[config.mk]
export PLATFORM = sky130hd
export DESIGN_NAME = dp_control_unit
export DESIGN_NICKNAME = d
export VERILOG_FILES = /design/src/rtl/dp_control_unit_pkg.sv /design/src/rtl/dp_control_unit_cond_eval.sv /design/src/rtl/dp_control_unit.sv
export SDC_FILE = /design/constraint.sdc
export NUM_CORES = 1
export LEC_CHECK = 0
export CORE_ASPECT_RATIO = 0.5
export CORE_MARGIN = 8
export CORE_UTILIZATION = 49
export DETAILED_ROUTE_END_ITERATION = 12
export GPL_TIMING_DRIVEN = 0
export PLACE_DENSITY = 0.92
export SYNTH_ARGS = -nofsm -noshare
export SYNTH_HDL_FRONTEND = slang
export SYNTH_SLANG_ARGS = --single-unit
[constraint.sdc]
create_clock -name Clk -period 6.55 [get_ports Clk]
set_clock_uncertainty 0.1 [all_clocks]
set_input_delay 1.965 -clock Clk [delete_from_list [all_inputs] [get_ports Clk]]
set_output_delay 1.965 -clock Clk [all_outputs]
set_load 0.02 [all_outputs]
[src/rtl/dp_control_unit_pkg.sv]
// Shared types and constants for the datapath control unit: FSM states,
// ARM condition codes, ALU opcodes, RSLCT field offsets and the control word.
package dp_control_unit_pkg;

  typedef logic [2:0] state_t;
  localparam state_t ST_FETCH    = 3'd0;
  localparam state_t ST_WAIT_MFC = 3'd1;
  localparam state_t ST_LOAD_IR  = 3'd2;
  localparam state_t ST_INC_PC   = 3'd3;
  localparam state_t ST_DECODE   = 3'd4;
  localparam state_t ST_EXEC     = 3'd5;
  localparam state_t ST_BUS_ERR  = 3'd6;

  localparam logic [3:0] COND_EQ = 4'h0;
  localparam logic [3:0] COND_NE = 4'h1;
  localparam logic [3:0] COND_CS = 4'h2;
  localparam logic [3:0] COND_CC = 4'h3;
  localparam logic [3:0] COND_MI = 4'h4;
  localparam logic [3:0] COND_PL = 4'h5;
  localparam logic [3:0] COND_VS = 4'h6;
  localparam logic [3:0] COND_VC = 4'h7;
  localparam logic [3:0] COND_HI = 4'h8;
  localparam logic [3:0] COND_LS = 4'h9;
  localparam logic [3:0] COND_GE = 4'hA;
  localparam logic [3:0] COND_LT = 4'hB;
  localparam logic [3:0] COND_GT = 4'hC;
  localparam logic [3:0] COND_LE = 4'hD;
  localparam logic [3:0] COND_AL = 4'hE;
  localparam logic [3:0] COND_NV = 4'hF;

  localparam logic [3:0] OP_AND = 4'h0;
  localparam logic [3:0] OP_EOR = 4'h1;
  localparam logic [3:0] OP_SUB = 4'h2;
  localparam logic [3:0] OP_RSB = 4'h3;
  localparam logic [3:0] OP_ADD = 4'h4;
  localparam logic [3:0] OP_ADC = 4'h5;
  localparam logic [3:0] OP_SBC = 4'h6;
  localparam logic [3:0] OP_RSC = 4'h7;
  localparam logic [3:0] OP_TST = 4'h8;
  localparam logic [3:0] OP_TEQ = 4'h9;
  localparam logic [3:0] OP_CMP = 4'hA;
  localparam logic [3:0] OP_CMN = 4'hB;
  localparam logic [3:0] OP_ORR = 4'hC;
  localparam logic [3:0] OP_MOV = 4'hD;
  localparam logic [3:0] OP_BIC = 4'hE;
  localparam logic [3:0] OP_MVN = 4'hF;
  localparam logic [3:0] OP_CMP_LO = OP_TST;
  localparam logic [3:0] OP_CMP_HI = OP_CMN;

  localparam int RS_RN_OFS  = 0;
  localparam int RS_RM_OFS  = 4;
  localparam int RS_RS_OFS  = 8;
  localparam int RS_RD_OFS  = 12;
  localparam int RS_RN2_OFS = 16;

  typedef struct packed {
    logic        err;
    logic        undef;
    logic        load;
    logic        loadpc;
    logic        ir_cu;
    logic        ir_ld;
    logic        mov;
    logic        rw;
    logic        s;
    logic        alu_out;
    logic [4:0]  op;
    logic [19:0] rslct;
  } ctrl_t;

  // Compare-class ops only set flags; the register file is never written.
  function automatic logic is_cmp_op(input logic [3:0] op);
    return (op >= OP_CMP_LO) && (op <= OP_CMP_HI);
  endfunction

endpackage

[src/rtl/dp_control_unit_cond_eval.sv]
// ARM condition-code evaluator; flags are {N,Z,C,V}. Code 1111 never passes.
module cond_eval
  import dp_control_unit_pkg::*;
(
  input  logic [3:0] cond,
  input  logic [3:0] flags,
  output logic       pass
);
  logic n, z, c, v;
  assign {n, z, c, v} = flags;

  always_comb begin
    pass = 1'b0;
    case (cond)
      COND_EQ: pass = z;
      COND_NE: pass = !z;
      COND_CS: pass = c;
      COND_CC: pass = !c;
      COND_MI: pass = n;
      COND_PL: pass = !n;
      COND_VS: pass = v;
      COND_VC: pass = !v;
      COND_HI: pass = c && !z;
      COND_LS: pass = !c || z;
      COND_GE: pass = (n == v);
      COND_LT: pass = (n != v);
      COND_GT: pass = !z && (n == v);
      COND_LE: pass = z || (n != v);
      COND_AL: pass = 1'b1;
      default: pass = 1'b0;
    endcase
  end
endmodule

[src/rtl/dp_control_unit.sv]
// Fetch/decode/execute control FSM with registered control outputs.
// DP_COND_EXEC_EN enables conditional execution; otherwise every instruction is AL.
module dp_control_unit
  import dp_control_unit_pkg::*;
#(
  parameter int MFC_TIMEOUT = 15
) (
  input  logic        Clk,
  input  logic        RESET,
  input  logic [31:0] IR,
  input  logic        MFC,
  input  logic [3:0]  FLAGS,
  output logic [19:0] RSLCT,
  output logic        LOAD,
  output logic        LOADPC,
  output logic        IR_CU,
  output logic        IR_LD,
  output logic        MOV,
  output logic        RW,
  output logic        S,
  output logic        ALU_OUT,
  output logic [4:0]  OP,
  output logic        UNDEF,
  output logic        ERR
);
  localparam int CW = $clog2(MFC_TIMEOUT + 1);

  state_t        state_q, state_d;
  logic [CW-1:0] cnt_q, cnt_d;
  logic [31:0]   ir_q;
  logic          start_q, pass_q, cond_pass;
  ctrl_t         ctrl_q, ctrl_d;

`ifdef DP_COND_EXEC_EN
  cond_eval u_cond_eval (.cond(ir_q[31:28]), .flags(FLAGS), .pass(cond_pass));
  logic unused_bits;
  assign unused_bits = ^{ir_q[25], ir_q[7:4]};
`else
  assign cond_pass = 1'b1;
  logic unused_bits;
  assign unused_bits = ^{ir_q[31:28], ir_q[25], ir_q[7:4], FLAGS};
`endif

  always_comb begin
    state_d = state_q;
    cnt_d   = '0;
    case (state_q)
      // start_q holds the FSM for one edge after reset so FETCH is entered cleanly
      ST_FETCH:    state_d = start_q ? ST_WAIT_MFC : ST_FETCH;
      ST_WAIT_MFC: begin
        cnt_d = cnt_q + 1'b1;
        if (MFC)                                 state_d = ST_LOAD_IR;
        else if (cnt_q == CW'(MFC_TIMEOUT - 1)) state_d = ST_BUS_ERR;
      end
      ST_LOAD_IR:  state_d = ST_INC_PC;
      ST_INC_PC:   state_d = ST_DECODE;
      ST_DECODE:   state_d = (pass_q && ir_q[27:26] == 2'b00) ? ST_EXEC : ST_FETCH;
      ST_EXEC:     state_d = ST_FETCH;
      ST_BUS_ERR:  state_d = ST_BUS_ERR;
      default:     state_d = ST_FETCH;
    endcase
  end

  // Outputs are decoded from the next state so they line up with state_q.
  always_comb begin
    ctrl_d = '0;
    case (state_d)
      ST_FETCH, ST_WAIT_MFC: begin
        ctrl_d.mov = 1'b1;
        ctrl_d.rw  = 1'b1;
      end
      ST_LOAD_IR: ctrl_d.ir_ld  = 1'b1;
      ST_INC_PC:  ctrl_d.loadpc = 1'b1;
      ST_DECODE:  ctrl_d.undef  = cond_pass && (ir_q[27:26] != 2'b00);
      ST_EXEC: begin
        ctrl_d.ir_cu   = 1'b1;
        ctrl_d.alu_out = 1'b1;
        ctrl_d.op      = {1'b0, ir_q[24:21]};
        ctrl_d.s       = ir_q[20];
        ctrl_d.load    = !is_cmp_op(ir_q[24:21]);
        ctrl_d.rslct[RS_RN_OFS  +: 4] = ir_q[19:16];
        ctrl_d.rslct[RS_RM_OFS  +: 4] = ir_q[3:0];
        ctrl_d.rslct[RS_RS_OFS  +: 4] = ir_q[11:8];
        ctrl_d.rslct[RS_RD_OFS  +: 4] = ir_q[15:12];
        ctrl_d.rslct[RS_RN2_OFS +: 4] = ir_q[19:16];
      end
      ST_BUS_ERR: ctrl_d.err = 1'b1;
      default:    ctrl_d = '0;
    endcase
  end

  always_ff @(posedge Clk or posedge RESET) begin
    if (RESET) begin
      state_q <= ST_FETCH;
      start_q <= 1'b0;
      cnt_q   <= '0;
      ir_q    <= '0;
      pass_q  <= 1'b0;
      ctrl_q  <= '0;
    end else begin
      state_q <= state_d;
      start_q <= 1'b1;
      cnt_q   <= cnt_d;
      pass_q  <= cond_pass;
      ctrl_q  <= ctrl_d;
      if (ctrl_q.ir_ld) ir_q <= IR;
    end
  end

  assign RSLCT   = ctrl_q.rslct;
  assign LOAD    = ctrl_q.load;
  assign LOADPC  = ctrl_q.loadpc;
  assign IR_CU   = ctrl_q.ir_cu;
  assign IR_LD   = ctrl_q.ir_ld;
  assign MOV     = ctrl_q.mov;
  assign RW      = ctrl_q.rw;
  assign S       = ctrl_q.s;
  assign ALU_OUT = ctrl_q.alu_out;
  assign OP      = ctrl_q.op;
  assign UNDEF   = ctrl_q.undef;
  assign ERR     = ctrl_q.err;
endmodule

==> metrics.yaml, run 1 <==
status: "finished, final reports clean"
diodes: 0
rsz0062_at_grt: "false"
setup_slack_ns: 3.10
grt_max_degree: 42
multiInputGateArea_um2: 654
required_ns: 4.49
setup_viol: 0
power_density_nw_per_um2: 362
start_util_pct: 50.9
syn-num-nets: 199
place_area_um2: 2920
synthMuxAreaShare_pct: 11.0
tns_ns: 0
grt_util_all_layers_pct: 14.6
gp_congestion: 0.759
clkSlewWorstSetupHoldPaths_ns: 0.06
vdd_drop_max_mv: 0.142
holdWs_ns: 0.379
post-place-ws_ns: 3.40
synth_top_family_by_area: "simple AND/OR/NAND/NOR gates"
synthAdderAreaFrac_pct: 1.12
cts_post_setup_buffers_inserted: 0
maxCapViolCount: 0
core_region_area_um2: 4400
drt_wl_total_mm: 4.99
initialDrtViolationCount: 39
firstDrtPassIters: 4
synth_simple_gate_area_share_pct: 12.5
clock_sinks: 59
synth_compound_area_share_pct: 3.40
insertion_delay_ns: 0.33
portBuffers: 59
fmax_mhz: 290
vias_per_cell: 4.87
fin_area_um2: 3100
layout_min_cycle_time_ns: 3.45
drive_above_1_share_pct: 26.5
postSynthCellCount: 158
cts_hold_buf: 0
fp.dieH_um: 63.8
syn_to_final_growth_pct: 38.1
cts_buffers: 9
drc: 0
critPathMaxFanout: 2
ys_ff_latch: 59
num_vias: 1417
syn-cell-area_um2: 2240
htreeDepth: 3
clk_path_buf_depth: 2
io_pins: 74
root_buffer: "clkbuf_8"
grt_overflow: 0
dpl.hpwl_mm: 3.37
yosysWarnings: 0
final-seq-area_um2: 1480
hold_class: "reg -> reg"
synth_cell_type_count: 31
grt_pass1_vias: 1541
final_nets: 270
rows: 17
placedCellCount: 275
yosysSeqAreaShare_pct: 65.8
cts_resized: 0
n_fill_cell: 289
crit_arrival_ns: 1.38
critPathKind: "reg -> out"
slew_violations: 0
startpoint_type: "register"
final-hold-violation-count: 0
layoutNonFillerInstCount: 291
die_w_um: 112
synth_xor_area_share_pct: 0.781
post-route-period-util_pct: 52.6
cp-end-kind: "primary output"
ant_nets: 0
leakagePower_nw: 1.41
dieArea_um2: 7130
wire_per_inst_um: 17.1
grt_pass1_wl_mm: 7.91
antenna_found_initial: 0
cts_tree: "done"
synth_area_per_cell_um2: 14.2
## per-layer routing
| layer | GRT usage, % | up-vias | wire, um |
|---|---|---|---|
| met2 | 27.5 | 41 | 2830 |
| met1 | 13.6 | 713 | 1780 |
| met4 | 6.58 | 0 | 66 |
| met3 | 6.84 | 8 | 308 |
| met5 | 0 | - | 0 |
| li1 | - | 655 | - |
## through the flow
stage | utilization, % | power [mW]
after floorplan | - | 0.725
after global placement | 66.0 | 0.808
after detailed placement | 66.4 | 0.835
after CTS | 70.3 | 1.13
after global routing | 70.3 | 1.18
final | 70.3 | 1.12
## layout by cell type, fill, tap and decap left out
cell type and n:
a21boi_0 1, a21oi_1 2, a22o_1 1, a31o_2 1
and2_1 11, and2_2 11, and2b_1 1, and3b_4 1
and4b_1 1, buf_12 1, buf_2 2, buf_4 7
buf_6 2, clkbuf_1 6, clkbuf_8 11, clkdlybuf4s50_1 59
clkinv_2 2, conb_1 2, dfrtp_1 59, ha_1 2
inv_1 3, inv_2 1, mux2_2 22, nand2_1 3
nand2b_1 1, nand3_1 1, nor2_1 7, nor3b_1 1
nor4b_4 1, nor4bb_1 1, o21a_1 1, o21ai_0 5
o221ai_1 1, or3b_1 1, xnor2_1 1, xor2_1 1
## flip-flops by register name, summed over array words and instances (netlist names)
| register | cells |
|---|---|
| OP | 4 |
| ALU_OUT | 1 |
| S | 1 |
| state_q | 3 |
| RSLCT | 16 |
| ir_q | 23 |
| ERR | 1 |
| MOV | 1 |
| LOAD | 1 |
| UNDEF | 1 |
| LOADPC | 1 |
| pass_q | 1 |
| cnt_q | 4 |
| IR_LD | 1 |
## final cells by class
class                   instances  share of cell area (%)
plain buffers                  14                    3.11
clock buffers                  14                    5.25
clock inverters                 2                   0.323
inverters                       4                   0.485
multi-input cells              81                    21.1
flip-flops and latches         59                    47.7
well taps                      57                    2.30
repair buffers                 60                    19.7
## critical path, stage by stage (launching register included)
cell             delay (ns)
dfrtp_1                0.35
buf_4                  0.10
clkdlybuf4s50_1        0.60
## worst paths after layout
check	from	slack, ns	cells past startpoint	endpoint
max in group asynchronous	RESET	3.95	3	ir_q[24]
min	ir_q[17]	0.38	1	RSLCT[17]
min in group asynchronous	RESET	1.85	2	UNDEF
min reg2reg	ir_q[17]	0.38	1	RSLCT[17]
max	MOV	3.10	2	RW
max reg2reg	state_q[0]	5.00	4	RSLCT[9]
## kinds of logic after synthesis
family          Yosys count
flops                    59
simple gates             41
mux                      22
buf+inv                  18
compound gates           12
fa+ha+maj                 2
other cells               2
xor+xnor                  2
## power breakdown
| group | total, mW | switching [mW] | internal [mW] | leakage, nW |
|---|---|---|---|---|
| logic | 0.307 | 0.140 | 0.167 | 0.559 |
| registers | 0.531 | 0.0633 | 0.467 | 0.764 |
| clock network | 0.284 | 0.127 | 0.157 | 0.0905 |
| total | 1.12 | 0.331 | 0.791 | 1.41 |
## Yosys cell counts
| library cell | instances | area [um^2] |
|---|---|---|
| inv_1 | 4 | 15.0 |
| nor3b_1 | 1 | 7.51 |
| a22o_1 | 1 | 8.76 |
| buf_2 | 2 | 10.0 |
| and2_1 | 11 | 68.8 |
| nand2_1 | 3 | 11.3 |
| a21boi_0 | 1 | 7.51 |
| nor2_1 | 7 | 26.3 |
| o21ai_0 | 5 | 25.0 |
| clkbuf_1 | 3 | 11.3 |
| and4b_1 | 1 | 10.0 |
| and2_2 | 11 | 82.6 |
| nand2b_1 | 1 | 6.26 |
| o21a_1 | 1 | 7.51 |
| nand3_1 | 1 | 5.00 |
| ha_1 | 2 | 25.0 |
| and3b_4 | 1 | 12.5 |
| a21oi_1 | 2 | 10.0 |
| or3b_1 | 1 | 8.76 |
| buf_6 | 2 | 22.5 |
| dfrtp_1 | 59 | 1480 |
| mux2_2 | 22 | 248 |
| o221ai_1 | 1 | 8.76 |
| and2b_1 | 1 | 7.51 |
| a31o_2 | 1 | 8.76 |
| conb_1 | 2 | 7.51 |
| xor2_1 | 1 | 8.76 |
| nor4bb_1 | 1 | 10.0 |
| xnor2_1 | 1 | 8.76 |
| buf_4 | 7 | 52.6 |
| nor4b_4 | 1 | 23.8 |
Power figures use the tool's default switching activity.
==> inputs of run 2 (changes only) <==
CORE_UTILIZATION = 45   (was 49)
PLACE_DENSITY = 0.86   (was 0.92)
clock period = 3.2 ns   (was 6.55 ns; I/O delays follow)
==> run 2 against run 1 <==
Via count shrank 1.6%. Combinational power grew 100%. Sequential share of layout area shrank 0.89 points. Die area grew 7.1%. Critical endpoint is now RSLCT[19]. Highest routed layer unchanged.
==> metrics.yaml, run 2 (synthesis results as in run 1) <==
hold_class: "reg -> reg"
startpoint_type: "register"
place_area_um2: 2940  # +0.56%
reg2reg_from: "state_q[0]"
io_pins: 74  # unchanged
insertion_delay_ns: 0.34  # about the same
grt_pass1_wl_mm: 7.42  # -6.2%
final-hold-violation-count: 0  # unchanged
cts_buffers: 9  # unchanged
wire_per_inst_um: 15.0  # -13%
grt_max_degree: 47  # +12%
maxCapViolCount: 0  # unchanged
fin_area_um2: 3160  # +1.9%
cpLargestDelayFamily: "buffers and inverters"
dieArea_um2: 7630  # +7.1%
final_nets: 270  # unchanged
max_stage_delay_ns: 0.59  # about the same
htreeDepth: 3  # unchanged
cts_hold_buf: 0  # unchanged
antenna_found_initial: 0  # unchanged
hold_path_depth: 1  # unchanged
drt_wl_total_mm: 4.53  # -9.1%
rsz0062_at_grt: "false"
clkSlewWorstSetupHoldPaths_ns: 0.07  # about the same
diodes: 0  # unchanged
vdd_drop_max_mv: 0.369  # +160%
setup_slack_ns: 0.751  # -2.35 ns
critPathMaxFanout: 2  # unchanged
firstDrtPassIters: 4  # unchanged
required_ns: 2.14  # -2.35 ns
holdWs_ns: 0.368  # -0.0105 ns
rows: 18  # +1
crit_arrival_ns: 1.39  # about the same
die_w_um: 116  # +3.7%
grt_overflow: 0  # unchanged
drc: 0  # unchanged
root_buffer: "clkbuf_8"
cts_post_setup_buffers_inserted: 0  # unchanged
p_total_mw: 2.42  # +120%
placedCellCount: 288  # +4.7%
fmax_mhz: 408
clk_path_buf_depth: 2  # unchanged
largest_reg_flops: 23  # unchanged
num_vias: 1395  # -1.6%
gp_congestion: 0.701  # -7.7%
worst-path-buf-inv: 2  # unchanged
critPathKind: "reg -> out"
final_util_pct: 64.9  # -5.5 points
grt_pass1_vias: 1500  # -2.7%
clock_sinks: 59  # unchanged
cp-startpoint: "RSLCT[3]"
drive_above_1_share_pct: 27.5  # +0.97 points
status: "finished, final reports clean"
reg2regPathDepth: 4  # unchanged
syn_to_final_growth_pct: 40.7
vias_per_cell: 4.60  # -5.5%
cp-end-kind: "primary output"
core_region_area_um2: 4860  # +10%
crit_path_cell_trace: "buf_4 > clkdlybuf4s50_1"
ant_nets: 0  # unchanged
dpl.hpwl_mm: 3.26  # -3.3%
cts_tree: "done"
initialDrtViolationCount: 67  # +72%
layoutNonFillerInstCount: 303  # +4.1%
grt_util_all_layers_pct: 13.1  # -1.6 points
tns_ns: 0  # unchanged
leakagePower_nw: 1.43  # +1.3%
slew_violations: 0  # unchanged
power_density_nw_per_um2: 768  # +110%
largest_register: "ir_q"
n_fill_cell: 367  # +27%
post-place-ws_ns: 1.08  # -2.32 ns
cts_resized: 0  # unchanged
path_depth: 2  # unchanged
setup_viol: 0  # unchanged
portBuffers: 59  # unchanged
post-route-period-util_pct: 76.5
cpMaxStageDelayCell: "clkdlybuf4s50_1"
start_util_pct: 46.1  # -4.8 points
fp.dieH_um: 65.9  # +3.3%
final_cell_mix: "dfrtp_1, clkdlybuf4s50_1, mux2_2, and2_2, and2_1"
hp-start: "ir_q[22]"
layout_min_cycle_time_ns: 2.45
==> run 2: final timing paths <==
path,end,slack (ns)
worst max-delay path,RSLCT[19],0.75
worst min-delay path,OP[1],0.37
worst max register to register,RSLCT[9],1.64
worst min register to register,OP[1],0.37
max in group asynchronous,ir_q[21],1.66
min in group asynchronous,ir_q[9],0.79
==> run 2: worst reg2reg max path, stage by stage (launching register included) <==
cell,delay (ns)
dfrtp_1,0.48
nor4b_4,0.33
and3b_4,0.30
buf_6,0.14
and2_2,0.15
==> run 2: where the power goes <==
| group | internal [mW] | total, mW | switching (mW) |
|---|---|---|---|
| clock network | 0.452 | 0.735 | 0.283 |
| registers | 0.956 | 1.08 | 0.120 |
| logic | 0.340 | 0.613 | 0.272 |
==> run 2: final cells by class <==
| class | instances | area, um^2 | share of cell area, % |
|---|---|---|---|
| sequential | 59 | 1480 | 46.8 |
| buffer | 14 | 96.3 | 3.05 |
| clock inverter | 5 | 77.6 | 2.46 |
| tap | 70 | 87.6 | 2.78 |
| clock buffer | 10 | 138 | 4.36 |
| multi-input combinational | 81 | 654 | 20.7 |
| inverter | 4 | 15.0 | 0.476 |
| timing repair buffer | 60 | 611 | 19.3 |
==> run 2: per-layer routing <==
metal	up-vias	track usage, %	wire, um
met2	40	24.3	2530
li1	654	-	-
met1	693	12.3	1660
met4	0	6.72	95
met3	8	5.37	250
met5	-	0	0
